### src/rtl/alu_seq_pkg.sv
// Shared opcodes, ALU control codes and FSM states
// for the multi-cycle ALU sequencer.
package alu_seq_pkg;

  localparam int W = 32;

  typedef enum logic [2:0] {
    OP_NOT = 3'd0,
    OP_AND = 3'd1,
    OP_SHR = 3'd2,
    OP_XOR = 3'd3,
    OP_ADD = 3'd4,
    OP_SUB = 3'd5,
    OP_MUL = 3'd6,
    OP_ILL = 3'd7
  } op_e;

  typedef enum logic [2:0] {
    ALU_NOT = 3'b000,
    ALU_AND = 3'b001,
    ALU_SHR = 3'b010,
    ALU_XOR = 3'b011,
    ALU_ADD = 3'b100,
    ALU_SUB = 3'b101
  } alu_ctrl_e;

  typedef enum logic [1:0] {
    S_IDLE,
    S_EXEC,
    S_MUL,
    S_RESP
  } state_e;

  // Codes 110/111 never reach the ALU; they fold onto ADD.
  function automatic alu_ctrl_e op2ctrl(logic [2:0] op);
    case (op)
      OP_NOT:  return ALU_NOT;
      OP_AND:  return ALU_AND;
      OP_SHR:  return ALU_SHR;
      OP_XOR:  return ALU_XOR;
      OP_SUB:  return ALU_SUB;
      default: return ALU_ADD;
    endcase
  endfunction

endpackage

### src/rtl/alu_sequencer_if.sv
// Request/response handshake bundle between
// a requester (master) and the sequencer (slave).
interface alu_sequencer_if;
  import alu_seq_pkg::*;

  logic         req_valid;
  logic         req_ready;
  logic [2:0]   req_op;
  logic [W-1:0] req_a;
  logic [W-1:0] req_b;
  logic         rsp_valid;
  logic         rsp_ready;
  logic [W-1:0] rsp_data;
  logic         rsp_carry;
  logic         rsp_zero;
  logic         rsp_neg;
  logic         rsp_err;

  modport master (
    output req_valid, req_op, req_a, req_b,
    output rsp_ready,
    input  req_ready, rsp_valid, rsp_data,
    input  rsp_carry, rsp_zero, rsp_neg, rsp_err
  );

  modport slave (
    input  req_valid, req_op, req_a, req_b,
    input  rsp_ready,
    output req_ready, rsp_valid, rsp_data,
    output rsp_carry, rsp_zero, rsp_neg, rsp_err
  );

endinterface

### src/rtl/alu_sequencer_alu.sv
// Combinational 32-bit ALU; cout is bit 32
// of the add/sub result.
module alu
  import alu_seq_pkg::*;
(
  input  alu_ctrl_e    ctrl,
  input  logic [W-1:0] a,
  input  logic [W-1:0] b,
  output logic [W-1:0] dout,
  output logic         cout
);

  always_comb begin
    dout = '0;
    cout = 1'b0;
    case (ctrl)
      ALU_NOT: dout = ~a;
      ALU_AND: dout = a & b;
      ALU_SHR: dout = a >> b;
      ALU_XOR: dout = a ^ b;
      ALU_ADD: {cout, dout} = {1'b0, a} + {1'b0, b};
      ALU_SUB: {cout, dout} = {1'b0, a} - {1'b0, b};
      default: dout = '0;
    endcase
  end

endmodule

### src/rtl/alu_sequencer.sv
// Sequencer: one ALU op per request, shift-add
// multiply over 32 cycles, held response.
module alu_sequencer
  import alu_seq_pkg::*;
(
  input  logic             clk,
  input  logic             rst_n,
  alu_sequencer_if.slave   bus
);

  state_e       state, state_nx;
  logic [2:0]   op_q;
  logic [W-1:0] a_q, b_q, acc_q, data_q;
  logic [4:0]   cnt_q;
  logic         carry_q, zero_q, neg_q, err_q;

  alu_ctrl_e    ctrl;
  logic [W-1:0] alu_a, alu_b, alu_dout;
  logic         alu_cout;
  logic [W-1:0] res;
  logic         load_res;
  logic         mul_last;

  // MUL reuses the ADD path: acc + multiplicand.
  always_comb begin
    ctrl  = ALU_ADD;
    alu_a = acc_q;
    alu_b = a_q;
    if (state == S_EXEC) begin
      ctrl  = op2ctrl(op_q);
      alu_a = a_q;
      alu_b = b_q;
    end
  end

  alu u_alu (
    .ctrl (ctrl),
    .a    (alu_a),
    .b    (alu_b),
    .dout (alu_dout),
    .cout (alu_cout)
  );

  assign mul_last = (state == S_MUL) && (cnt_q == 5'd31);
  assign load_res = (state == S_EXEC) || mul_last;
  assign res = (state == S_MUL && !b_q[0]) ? acc_q : alu_dout;

  always_ff @(posedge clk or negedge rst_n) begin
    if (!rst_n) state <= S_IDLE;
    else        state <= state_nx;
  end

  always_comb begin
    state_nx = state;
    case (state)
      S_IDLE:
        if (bus.req_valid) begin
          if (bus.req_op == OP_ILL)      state_nx = S_RESP;
          else if (bus.req_op == OP_MUL) state_nx = S_MUL;
          else                           state_nx = S_EXEC;
        end
      S_EXEC: state_nx = S_RESP;
      S_MUL:  if (mul_last) state_nx = S_RESP;
      S_RESP: if (bus.rsp_ready) state_nx = S_IDLE;
      default: state_nx = S_IDLE;
    endcase
  end

  always_ff @(posedge clk or negedge rst_n) begin
    if (!rst_n) begin
      op_q    <= '0;
      a_q     <= '0;
      b_q     <= '0;
      acc_q   <= '0;
      cnt_q   <= '0;
      data_q  <= '0;
      carry_q <= 1'b0;
      zero_q  <= 1'b0;
      neg_q   <= 1'b0;
      err_q   <= 1'b0;
    end else begin
      if (state == S_IDLE && bus.req_valid) begin
        op_q  <= bus.req_op;
        a_q   <= bus.req_a;
        b_q   <= bus.req_b;
        acc_q <= '0;
        cnt_q <= '0;
        if (bus.req_op == OP_ILL) begin
          data_q  <= '0;
          carry_q <= 1'b0;
          zero_q  <= 1'b0;
          neg_q   <= 1'b0;
          err_q   <= 1'b1;
        end
      end
      if (state == S_MUL) begin
        if (b_q[0]) acc_q <= alu_dout;
        a_q   <= a_q << 1;
        b_q   <= b_q >> 1;
        cnt_q <= cnt_q + 5'd1;
      end
      if (load_res) begin
        data_q  <= res;
        zero_q  <= (res == '0);
        neg_q   <= res[W-1];
        err_q   <= 1'b0;
        carry_q <= (state == S_EXEC) && alu_cout &&
                   (op_q == OP_ADD || op_q == OP_SUB);
      end
    end
  end

  assign bus.req_ready = (state == S_IDLE);
  assign bus.rsp_valid = (state == S_RESP);
  assign bus.rsp_data  = data_q;
  assign bus.rsp_carry = carry_q;
  assign bus.rsp_zero  = zero_q;
  assign bus.rsp_neg   = neg_q;
  assign bus.rsp_err   = err_q;

endmodule

### src/flat_wrapper.sv
// flat-port wrapper written by rule: the top's interface ports become plain ports
module alu_sequencer_flat import alu_seq_pkg::*;
  (clk, rst_n, bus_req_valid, bus_req_op, bus_req_a, bus_req_b, bus_rsp_ready, bus_req_ready, bus_rsp_valid, bus_rsp_data, bus_rsp_carry, bus_rsp_zero, bus_rsp_neg, bus_rsp_err);
  alu_sequencer_if bus_i ();
  input  logic clk;
  input  logic rst_n;
  input wire logic [$bits(bus_i.req_valid)-1:0] bus_req_valid;
  input wire logic [$bits(bus_i.req_op)-1:0] bus_req_op;
  input wire logic [$bits(bus_i.req_a)-1:0] bus_req_a;
  input wire logic [$bits(bus_i.req_b)-1:0] bus_req_b;
  input wire logic [$bits(bus_i.rsp_ready)-1:0] bus_rsp_ready;
  output wire logic [$bits(bus_i.req_ready)-1:0] bus_req_ready;
  output wire logic [$bits(bus_i.rsp_valid)-1:0] bus_rsp_valid;
  output wire logic [$bits(bus_i.rsp_data)-1:0] bus_rsp_data;
  output wire logic [$bits(bus_i.rsp_carry)-1:0] bus_rsp_carry;
  output wire logic [$bits(bus_i.rsp_zero)-1:0] bus_rsp_zero;
  output wire logic [$bits(bus_i.rsp_neg)-1:0] bus_rsp_neg;
  output wire logic [$bits(bus_i.rsp_err)-1:0] bus_rsp_err;
  assign bus_i.req_valid = bus_req_valid;
  assign bus_i.req_op = bus_req_op;
  assign bus_i.req_a = bus_req_a;
  assign bus_i.req_b = bus_req_b;
  assign bus_i.rsp_ready = bus_rsp_ready;
  assign bus_req_ready = bus_i.req_ready;
  assign bus_rsp_valid = bus_i.rsp_valid;
  assign bus_rsp_data = bus_i.rsp_data;
  assign bus_rsp_carry = bus_i.rsp_carry;
  assign bus_rsp_zero = bus_i.rsp_zero;
  assign bus_rsp_neg = bus_i.rsp_neg;
  assign bus_rsp_err = bus_i.rsp_err;
  alu_sequencer u_core (.clk(clk), .rst_n(rst_n), .bus(bus_i));
endmodule
### config.mk
export PLATFORM = sky130hd
export DESIGN_NAME = alu_sequencer_flat
export DESIGN_NICKNAME = d
export VERILOG_FILES = /design/src/rtl/alu_seq_pkg.sv /design/src/rtl/alu_sequencer_if.sv /design/src/rtl/alu_sequencer_alu.sv /design/src/rtl/alu_sequencer.sv /design/src/flat_wrapper.sv
export SDC_FILE = /design/constraint.sdc
export NUM_CORES = 1
export LEC_CHECK = 0
export ABC_AREA = 1
export BUFFER_PORTS_ARGS = -buffer_cell sky130_fd_sc_hd__buf_2
export CAP_MARGIN = 20
export CORE_ASPECT_RATIO = 0.5
export CORE_MARGIN = 4
export CORE_UTILIZATION = 47
export DETAILED_ROUTE_END_ITERATION = 8
export GPL_TIMING_DRIVEN = 0
export PLACE_DENSITY = 0.76
export SLEW_MARGIN = 40
export SYNTH_ARGS = -nofsm -noshare
export SYNTH_HDL_FRONTEND = slang
export SYNTH_SLANG_ARGS = --single-unit
### constraint.sdc
create_clock -name clk -period 11 [get_ports clk]
set_input_delay 0.55 -clock clk [delete_from_list [all_inputs] [get_ports clk]]
set_output_delay 0.55 -clock clk [all_outputs]
set_load 0.05 [all_outputs]
; Word level (Yosys, flattened, before mapping)
; Index checks and enable logic that the tools add are counted.
[totals]
reg_bits = 142
latchBits = 0
mem_bits_rw = 0
mem_bits_ro = 0
inputBits = 71
output_inout_bits = 38
word_cells = 87
memories = 0
[classes]
add_sub_neg = 3
mul = 0
div = 0
n_lt_le_gt_ge = 0
n_eq_ne = 19
shift = 1
mux = 33
bitwise = 3
n_reduce_logical = 17
[ops]
columns = cell, n
row1 = 2-to-1 mux 32 bit, 13
row2 = one-hot mux 32 bit (6 select lines), 1
row3 = adder 32 x 32 -> 33 bit, 1
row4 = subtractor 32 x 32 -> 33 bit, 1
row5 = AND 32 bit, 1
row6 = zero test 32 bit, 1
row7 = inverter 32 bit, 1
row8 = >> shifter 32 x 32 -> 32 bit, 1
row9 = bitwise XOR 32 bit, 1
row10 = == test 3 bit (second input constant), 6
row11 = one-hot mux 3 bit (5 select lines), 1
row12 = == test 3 x 2 -> 1 bit (second input constant), 4
row13 = 2-to-1 mux 2 bit, 5
row14 = 2-to-1 mux 5 bit, 2
row15 = 2-to-1 mux 1 bit, 8
row16 = one-hot mux 2 bit (4 select lines), 1
row17 = == test 3 x 1 -> 1 bit (second input constant), 2
row18 = zero test 3 bit, 2
row19 = nonzero test 2 bit, 3
row20 = adder 5 x 1 -> 5 bit (second input constant), 1
row21 = == test 5 bit (second input constant), 1
row22 = logical AND 1 bit, 5
row23 = == test 2 bit (second input constant), 2
row24 = != test 2 bit (second input constant), 2
row25 = 9 further kinds, 10

; Longest topological paths before layout
; Gate-level depths: netlist (run 1).
[depth]
depth_word = 8
mapped_depth = 33
depth_no_buf = 28

; Cells and area by module
; Synthesis (run 1) repeated with hierarchy kept, for this count alone.
[hier_totals]
hier_cells = 2317
hier_area_um2 = 14315.0
[modules_own_cells]
columns = mod, instances, cells_each, area_each_um2, seq_area_each_um2
row1 = alu, 1, 1439, 7190.6, 0.0
row2 = alu_sequencer, 1, 878, 7124.3, 3528.4

; Worst setup path after synthesis (run 1)
; Ideal clock, no wire load.
[synth_path]
path_type = flip-flop to flip-flop
startpoint = register u_core.state[1]
endpoint = register u_core.zero_q (netlist: u_core.bus.rsp_zero)
setup_ns = 0.066
arrival_time_ns = 3.691
required_ns = 10.934
path_slack_ns = 7.243
stages_incl_launch_ff = 32
n_path_buf = 6
period_less_slack_ns = 3.757
path_cell_list = dfrtp_1 -> inv_1 -> ha_1 -> buf_6 -> buf_6 -> buf_6 -> buf_6 -> buf_2 -> nand2_1 -> o21ai_0 -> ha_1 -> clkbuf_1 -> nand2_1 -> inv_1 -> nand3_1 -> nor3_1 -> nand4_1 -> nand3_1 -> nand2_1 -> nand2_1 -> nand2_1 -> nand2_1 -> nand2_1 -> nand3_1 -> nand4_1 -> o21ai_1 -> nand2_1 -> nor2_1 -> nand2_1 -> nor2_1 -> nand2_1 -> nand2_1
[synth_via]
elab_chain_len = 7
elab_cells_between_ends = 29
cone_classes = add/sub: 2 / eq/ne: 7 / shift: 1 / mux: 6 / bitwise: 3 / reduce/logical: 10
[synth_rtl]
columns = element, line_no
row1 = start: declaration, alu_sequencer.sv:11  ; state_e state, state_nx;
row2 = start signal: assignment, alu_sequencer.sv:50  ; else state <= state_nx;
row3 = == test 2 x 1 -> 1 bit, "alu_sequencer.sv:29, alu_sequencer.sv:45"
row4 = 2-to-1 mux 32 bit / 2-to-1 mux 3 bit (equally long branches), alu_sequencer.sv:29  ; if (state == S_EXEC) begin
row5 = subtractor 32 x 32 -> 33 bit (tied with other cells), alu_sequencer_alu.sv:22  ; ALU_SUB: {cout, dout} = {1'b0, a} - {1'b0, b};
row6 = one-hot mux 32 bit (6 select lines), alu_sequencer_alu.sv:16  ; case (ctrl)
row7 = 2-to-1 mux 32 bit, alu_sequencer.sv:46  ; assign res = (state == S_MUL && !b_q[0]) ? acc_q : alu_dout;
row8 = zero test 32 bit, alu_sequencer.sv:104  ; zero_q <= (res == '0);
row9 = 2-to-1 mux 1 bit, alu_sequencer.sv:102  ; if (load_res) begin
row10 = end signal: assignment, alu_sequencer.sv:104
row11 = end: declaration, alu_sequencer.sv:15  ; logic carry_q, zero_q, neg_q, err_q;
; Several ways; a longest one is shown, not always the timed one.
; A chain may end at the register's enable or synchronous reset.

; Final worst setup path (run 1)
; Ends and elaborated chain as after synthesis.

==> results of run 1 <==
[area by class of cell]
| type | instances | area [um2] |
|---|---|---|
| fill | 3089 | 13400 |
| multi-input combinational | 1793 | 8980 |
| sequential | 141 | 3530 |
| inverter | 286 | 1080 |
| buffer | 133 | 637 |
| timing repair buffer | 110 | 583 |
| tap | 391 | 489 |
| clock buffer | 17 | 425 |
| clock inverter | 15 | 220 |
[sequential cells by signal, indices dropped and copies added, names as in the netlist]
| signal | cells |
|---|---|
| u_core.bus.rsp_data | 32 |
| u_core.a_q | 32 |
| u_core.cnt_q | 5 |
| u_core.b_q | 32 |
| u_core.op_q | 3 |
| u_core.state | 2 |
| u_core.bus.rsp_carry | 1 |
| u_core.bus.rsp_zero | 1 |
| u_core.acc_q | 32 |
| u_core.bus.rsp_err | 1 |
[per-stage QoR]
step | instance area [um2] | utilization (%) | worst slack [ns] | hold slack [ns]
after floorplan | 14200 | - | 7.24 | 0.254
after global placement | 15200 | 51.9 | 5.07 | 0.467
after detailed placement | 15300 | 52.1 | 5.09 | 0.470
after CTS | 15900 | 54.3 | 5.06 | 0.100
after global routing | 15900 | 54.3 | 4.55 | 0.122
final | 15900 | 54.3 | 4.55 | 0.0617
[kinds of logic (layout without fill, tap and decap cells)]
group / after synthesis / in the layout / synth area share [%]
xor gates and xnor gates: 1 / 1 / 0.0617
buffers and inverters: 419 / 561 / 12.1
and+or+nand+nor: 1191 / 1191 / 34.7
AOI/OAI and AO/OA: 534 / 534 / 22.3
DFF: 141 / 141 / 24.9
adders and majority gates: 67 / 67 / 5.96
[layer usage]
metal  vias to the layer above  track usage (%)  part of all wire [%]
met3                       172             16.5                    16
met2                      1267             59.6                    39
li1                       8045                -                     -
met5                         -             1.29                  0.14
met4                         8             11.2                   3.2
met1                      8458             59.4                    42
[worst max path at each step]
stage	to	from	cells past startpoint	slack [ns]
finish	u_core.bus.rsp_zero$_DFFE_PN0P_	u_core.state[1]$_DFFE_PN0P_	28	4.55
global route	u_core.bus.rsp_zero$_DFFE_PN0P_	u_core.state[1]$_DFFE_PN0P_	28	4.55
CTS	u_core.bus.rsp_zero$_DFFE_PN0P_	u_core.state[1]$_DFFE_PN0P_	28	5.06
detailed placement	u_core.bus.rsp_zero$_DFFE_PN0P_	u_core.state[1]$_DFFE_PN0P_	28	5.09
global placement	u_core.bus.rsp_zero$_DFFE_PN0P_	u_core.state[1]$_DFFE_PN0P_	28	5.07
floorplan	u_core.bus.rsp_zero$_DFFE_PN0P_	u_core.state[1]$_DFFE_PN0P_	31	7.24
[synthesized netlist by cell type (10+ instances only)]
cell type  number
o31ai_1        23
o21ai_1        52
inv_1         271
a21oi_1       155
a31o_2         10
nand2_1       699
buf_1          13
dfrtp_1       141
nor3_1         12
nand4_1        47
a221oi_1       41
buf_2          26
buf_6          11
o21ai_0       142
o22ai_1        54
ha_1           66
nand3_1       180
clkbuf_1       77
nor2_1        225
o21ai_2        11
[critical path, delay by kind of cell (launching register included)]
family	cells	cell delay (ns)
flops	1	0.38
buf+inv	8	1.69
fa+ha+maj	2	0.70
compound gates	4	1.84
simple gates	14	1.71
==> results.yml, run 1 <==
status:
  status: "complete, no violations"
worst_setup_path:
  ff2ff_path_depth: 28
  required_ns: 11.33
  worstPathMaxFanout: 10
  r2r-start: "u_core.state[1]$_DFFE_PN0P_"
  arrival_ns: 6.77
  cpMostUsedCell: "nand2_1"
  crit_slowest_cell: "o21ai_0"
  rr_endpoint: "u_core.bus.rsp_zero$_DFFE_PN0P_"
  cp-end-kind: "flop"
  startpoint_type: "flop"
  reg2reg_slack_ns: 4.55
  crit_type: "flop to flop"
  max_stage_delay_ns: 0.70
sta:
  relSlewSlack_pct: 33.0
  fin_crit_sh_pct: 58.6
  hold_viol_final: 0
  setup_viol: 0
  worst_pin_slew_ns: 0.999
  drv_slew: 0
  period_needed_ns: 6.45
  skew_ns: 0.0153
  fin_setup_tns_ns: 0
  rsz0062_at_grt: "no"
  fmax_ghz: 0.155
finish:
  antenna_cells: 0
  area_delta_synth_final_pct: 12.3
  final_layout_size_suffix_gt1_share_pct: 9.90
  layout_commonest_cell: "nand2_1"
  most-common-layout-cells: "699 x nand2_1, 271 x inv_1, 225 x nor2_1"
  final_cells: 2886
  nets: 2620
grt:
  grt_max_degree: 77
  overflow: 0
  antenna_found_initial: 3
  track_usage_pct: 42.0
  grt_pass1_vias: 15900
  grt_pass1_wl_um: 102000
clocking:
  cts_buffers: 17
  cts_tree: "built"
  cts_sinks: 141
  postCtsSetupRepairBufs: 0
  cts_resized: 0
  clk_pin_slew_ns: 0.08
  cts_buffer_depth: 2
  cts-root-buf: "clkbuf_16"
  hold_buffers: 0
  clk_latency_ns: 0.44
  htreeDepth: 4
synthesis:
  syn-cell-area_um2: 14200
  synth_edf_count: 0
  synthCells: 2353
  synth_nets: 2491
  yosysTopAreaCell: "dfrtp_1"
  synthFlopType: "dfrtp_1"
  ys_types: 50
  ys_ff_latch: 141
  ys_seq_area_share_pct: 24.9
  avgSynthCellArea_um2: 6.03
  async_reset_ff_share_pct: 100
  synth.area.top_cells: "dfrtp_1 25%, nand2_1 18%, inv_1 7.2%"
  yosys_warnings: 0
  yosysTopAreaCellShare_pct: 24.9
die:
  die-area_um2: 33200
  die_w_um: 254
  coreArea_um2: 29300
  ios: 109
  fp-row-count: 44
  start_util_pct: 48.4
  die_y_um: 131
routing:
  vias: 18000
  wl_per_cell_um: 24.7
  firstDrtPassIters: 6
  drtIter0Drc: 2862
  routed_via_density: 6.22
  drt-total-wl_um: 71400
  drc: 0
  final_antenna_net_count: 0
placement:
  hpwl_um: 58400
  dp_cells: 2853
  gp_congestion: 1.09
  portBuffers: 108
worst_hold_path:
  hp-class: "input port to asynchronous set/reset pin"
run:
  maxCapViolations: 0
Power of run 1 is left out: the tool's default activity adds up to more than one toggle a clock period on the data nets, which glitch-free logic cannot reach.
==> inputs of run 2 (changes only) <==
clock period = 6.3 ns   (was 11 ns; I/O delays follow)
==> results.yml, run 2 (synthesis gave the netlist of run 1 again) <==
sta:
  drv_slew: 0
  fmax_ghz: 0.162
  fin_setup_tns_ns: 0
  relSlewSlack_pct: 33.1
  skew_ns: 0.0126
  hold_viol_final: 0
  setup_viol: 0
  fin_crit_sh_pct: 98.2
  rsz0062_at_grt: "no"
  period_needed_ns: 6.19
  worst_pin_slew_ns: 0.998
status:
  status: "complete, no violations"
clocking:
  cts_buffer_depth: 2
  cts_sinks: 141
  htreeDepth: 4
  postCtsSetupRepairBufs: 0
  cts_buffers: 17
  cts-root-buf: "clkbuf_16"
  clk_latency_ns: 0.44
  cts_tree: "built"
  clk_pin_slew_ns: 0.07
routing:
  routed_via_density: 6.21
  vias: 17900
  drt-total-wl_um: 71300
  wl_per_cell_um: 24.7
  drc: 0
  final_antenna_net_count: 0
  firstDrtPassIters: 6
  drtIter0Drc: 3024
placement:
  hpwl_um: 58400
  gp_congestion: 1.09
  portBuffers: 108
finish:
  nets: 2621
  antenna_cells: 0
  layout_commonest_cell: "nand2_1"
  most-common-layout-cells: "699 x nand2_1, 271 x inv_1, 225 x nor2_1"
  area_delta_synth_final_pct: 12.4
  final_layout_size_suffix_gt1_share_pct: 9.90
die:
  ios: 109
  coreArea_um2: 29300
  die_y_um: 131
  fp-row-count: 44
  die_w_um: 254
  start_util_pct: 48.4
  die-area_um2: 33200
grt:
  antenna_found_initial: 3
  track_usage_pct: 42.0
  grt_max_degree: 77
  grt_pass1_vias: 15900
  grt_pass1_wl_um: 102000
  overflow: 0
worst_setup_path:
  arrival_ns: 6.51
  ff2ff_path_depth: 29
  cpMostUsedCell: "nand2_1"
  cp-end-kind: "flop"
  startpoint_type: "flop"
  crit_slowest_cell: "o21ai_0"
  max_stage_delay_ns: 0.64
  required_ns: 6.63
  crit_type: "flop to flop"
  worstPathMaxFanout: 10
worst_hold_path:
  hp-class: "input port to flop"
  worst_hold_path.num_cells: 3
run:
  maxCapViolations: 0
==> run 2: cell type report <==
type	instances	area, um2
plain buffers	133	637
repair buffers	111	593
well taps	391	489
flip-flops and latches	141	3530
clock inverters	15	220
multi-input cells	1793	8980
fillers	3087	13400
inverters	286	1080
clock buffers	17	425
==> run 2: metal layers <==
| metal | share of wire, % | GRT usage [%] |
|---|---|---|
| met1 | 42 | 59.3 |
| met2 | 39 | 59.6 |
| met3 | 16 | 16.7 |
| met4 | 3.0 | 11.2 |
| met5 | 0.14 | 1.29 |
==> run 2: worst paths after layout <==
| check | start | slack, ns | end |
|---|---|---|---|
| min in group asynchronous | rst_n | 0.43 | u_core.b_q[10]$_DFFE_PN0P_ |
| setup reg to reg | u_core.state[1]$_DFFE_PN0P_ | 0.11 | u_core.bus.rsp_zero$_DFFE_PN0P_ |
| setup / recovery | u_core.state[1]$_DFFE_PN0P_ | 0.11 | u_core.bus.rsp_zero$_DFFE_PN0P_ |
| max in group asynchronous | rst_n | 5.13 | u_core.a_q[26]$_DFFE_PN0P_ |
| hold / removal | bus_req_b[31] | 0.09 | u_core.b_q[31]$_DFFE_PN0P_ |
| hold reg to reg | u_core.bus.rsp_carry$_DFFE_PN0P_ | 0.48 | u_core.bus.rsp_carry$_DFFE_PN0P_ |
==> run 2: repair_timing <==
action,4_1_cts,5_1_grt
hold endpoints to repair,75,0
resized for setup,0,1
hold buffers,1,0
setup endpoints to repair,0,1
==> run 2: worst max-delay path: cells and delay by family (launching register included) <==
kind,cells,cell delay (ns)
buf+inv,8,1.57
fa+ha+maj,2,0.67
simple gates,14,1.28
flops,1,0.38
compound gates,5,2.15
==> run 2: through the flow <==
stage	area (um2)	util [%]	setup slack [ns]	instances	hold WS (ns)
floorplan	14200	-	2.54	2353	0.0194
global placement	15200	51.9	0.366	2852	0.467
detailed placement	15300	52.1	0.387	2853	0.318
CTS	15900	54.3	0.364	2886	0.0968
global route	16000	54.4	0.00104	2887	0.118
finish	16000	54.4	0.112	2887	0.0937
Power of run 2 is left out for the same reason.
==> inputs of run 3 (changes only) <==
ABC_AREA = default   (was 1)
==> results.yml, run 3 <==
status:
  status: "complete, no violations"
worst_setup_path:
  ff2ff_path_depth: 22
  critPathBufInv: 7
  cpMostUsedCell: "o21ai_1"
  path_depth: 22
  startpoint_type: "flop"
  path_cells: "inv_1 -> ha_1 -> buf_6 -> buf_6 -> buf_6 -> buf_8 -> clkbuf_4 -> clkbuf_4 -> mux2_2 -> ha_1 -> and3_1 -> and4_1 -> nand2_1 -> a2111oi_4 -> o21ai_1 -> o21ai_1 -> a21oi_1 -> o21ai_1 -> a21oi_1 -> o22a_1 -> o21ai_1 -> a32o_1"
  crit_slowest_cell: "a2111oi_4"
  cp-end-kind: "flop"
  critical-path-top-delay-family: "compound AO/OA/AOI/OAI gates"
  worstPathMaxFanout: 19
  max_stage_delay_ns: 0.54
  crit_type: "flop to flop"
  arrival_ns: 6.56
  required_ns: 6.67
sta:
  rsz0062_at_grt: "no"
  hold_viol_final: 0
  fmax_ghz: 0.162
  setup_viol: 0
  drv_slew: 0
  worst_pin_slew_ns: 0.969
  fin_setup_tns_ns: 0
  relSlewSlack_pct: 33.6
  hold_ws_ns: 0.115
  period_needed_ns: 6.19
  skew_ns: 0.0148
  fin_crit_sh_pct: 98.2
placement:
  dp_cells: 2305
  gp_congestion: 1.11
  portBuffers: 108
  hpwl_um: 56800
synthesis:
  async_reset_ff_share_pct: 100
  synth.area.top_cells: "dfrtp_1 25%, mux2i_1 10%, o21ai_0 5.9%"
  yosysTopAreaCell: "dfrtp_1"
  synth.most_common_cell: "nand2_1"
  synth_edf_count: 0
  synthCells: 1805
  synth-compound-area-share_pct: 29.5
  yosys.area_share.simple_pct: 17.2
  ys_seq_area_share_pct: 24.8
  yosysTopAreaCellShare_pct: 24.8
  muxShareOfSynthArea_pct: 16.0
  yosys_warnings: 0
  synth_fa_ha_area_share_pct: 5.94
  ys_ff_latch: 141
  synth_nets: 1943
  synth_xor_area_share_pct: 0.554
  synth_top_family_by_area: "compound AO/OA/AOI/OAI gates"
  avgSynthCellArea_um2: 7.88
  synth_common_cells: "222 x nand2_1, 169 x o21ai_0, 148 x mux2i_1, 141 x dfrtp_1, 136 x nor2_1"
  syn-cell-area_um2: 14200
  synthFlopType: "dfrtp_1"
  ys_types: 94
die:
  coreArea_um2: 29400
  start_util_pct: 48.4
  die_w_um: 254
  fp-row-count: 44
  ios: 109
  die_y_um: 131
  die-area_um2: 33300
finish:
  nFillCells: 2792
  final_util_pct: 55.2
  final_layout_size_suffix_gt1_share_pct: 16.1
  nets: 2070
  layout_commonest_cell: "nand2_1"
  most-common-layout-cells: "222 x nand2_1, 164 x o21ai_0, 145 x mux2i_1"
  final_cells: 2336
  area_delta_synth_final_pct: 14.1
  antenna_cells: 0
grt:
  overflow: 0
  grt_pass1_wl_um: 103000
  grt_pass1_vias: 15200
  track_usage_pct: 42.0
  antenna_found_initial: 1
  grt_max_degree: 73
clocking:
  clk_pin_slew_ns: 0.06
  cts_buffers: 17
  clk_latency_ns: 0.44
  cts_sinks: 141
  htreeDepth: 4
  cts-root-buf: "clkbuf_16"
  cts_buffer_depth: 2
  cts_tree: "built"
worst_hold_path:
  worst_hold_path.num_cells: 3
  hp-class: "input port to flop"
routing:
  wl_per_cell_um: 30.7
  drt-met1-wl_um: 29600
  firstDrtPassIters: 7
  met2_wirelength_um: 26900
  drtIter0Drc: 3309
  vias: 16700
  met3_length_um: 12900
  final_antenna_net_count: 0
  routed_via_density: 7.16
  top_layer: "met5"
  drc: 0
  drt-total-wl_um: 71600
run:
  maxCapViolations: 0
[run 3: changes by cell type in the layout (fill, tap and decap cells not counted), moves of 26 or more]
cell      previous run  this run
mux2i_1              0       145
nor2_1             225       136
a221oi_1            41        11
nand2_1            699       222
nor3_1              11        37
o21ai_1             60        14
nand4_1             47        11
nand3_1            180        28
mux2_2               0        62
a21oi_1            155       109
inv_1              271        72
o22ai_1             54        25
o21ai_0            128       164
[run 3: kinds of logic (layout without fill, tap and decap cells)]
| logic type | Yosys count | in the layout |
|---|---|---|
| buffers and inverters | 210 | 350 |
| and+or+nand+nor | 538 | 538 |
| xor gates and xnor gates | 9 | 9 |
| DFF | 141 | 141 |
| AOI/OAI and AO/OA | 625 | 625 |
| adders and majority gates | 67 | 67 |
| muxes | 215 | 215 |
[run 3: worst paths after layout]
kind / end / from / slack, ns
setup / recovery: u_core.bus.rsp_carry$_DFFE_PN0P_ / u_core.state[1]$_DFFE_PN0P_ / 0.11
hold / removal: u_core.b_q[31]$_DFFE_PN0P_ / bus_req_b[31] / 0.11
setup reg to reg: u_core.bus.rsp_carry$_DFFE_PN0P_ / u_core.state[1]$_DFFE_PN0P_ / 0.11
hold reg to reg: u_core.bus.rsp_data[0]$_DFFE_PN0P_ / u_core.bus.rsp_data[0]$_DFFE_PN0P_ / 0.49
max in group asynchronous: u_core.acc_q[31]$_DFF_PN0_ / rst_n / 5.09
min in group asynchronous: u_core.b_q[3]$_DFFE_PN0P_ / rst_n / 0.44
[run 3: cell type report]
cell class                 count  area (um2)  area share, %
sequential                   141        3530           21.7
buffer                       120         544           3.35
inverter                      78         299           1.84
tap                          391         489           3.01
timing repair buffer         120         663           4.08
multi-input combinational   1454       10100           62.2
clock inverter                15         185           1.14
clock buffer                  17         425           2.62
[run 3: layer usage]
metal  up-vias  GRT usage [%]
met5         -              0
met1      8118           59.1
met4         2           10.7
met3       201           21.4
li1       7008              -
met2      1402           56.2
[run 3: stage by stage]
stage          instance area, um2  worst slack, ns
2_1_floorplan               14200            0.715
3_3_place_gp                15300            -1.45
3_5_place_dp                15300            -1.33
4_1_cts                     16100          -0.0200
5_1_grt                     16200           0.0233
6_report                    16200            0.115
[run 3: what timing repair did]
item                                    CTS  global route
resized for setup                        30            51
endpoints found under the setup margin   30            13
endpoints found under the hold margin    69             0
hold buffers                              1             0
setup buffers                             6             4
pin swaps                                 3             4
[run 3: tightest hold or removal path, cell delays in order]
cell and delay (ns):
buf_2 0.10, nand2_1 0.04, a21oi_1 0.05
Power of run 3 is left out for the same reason.
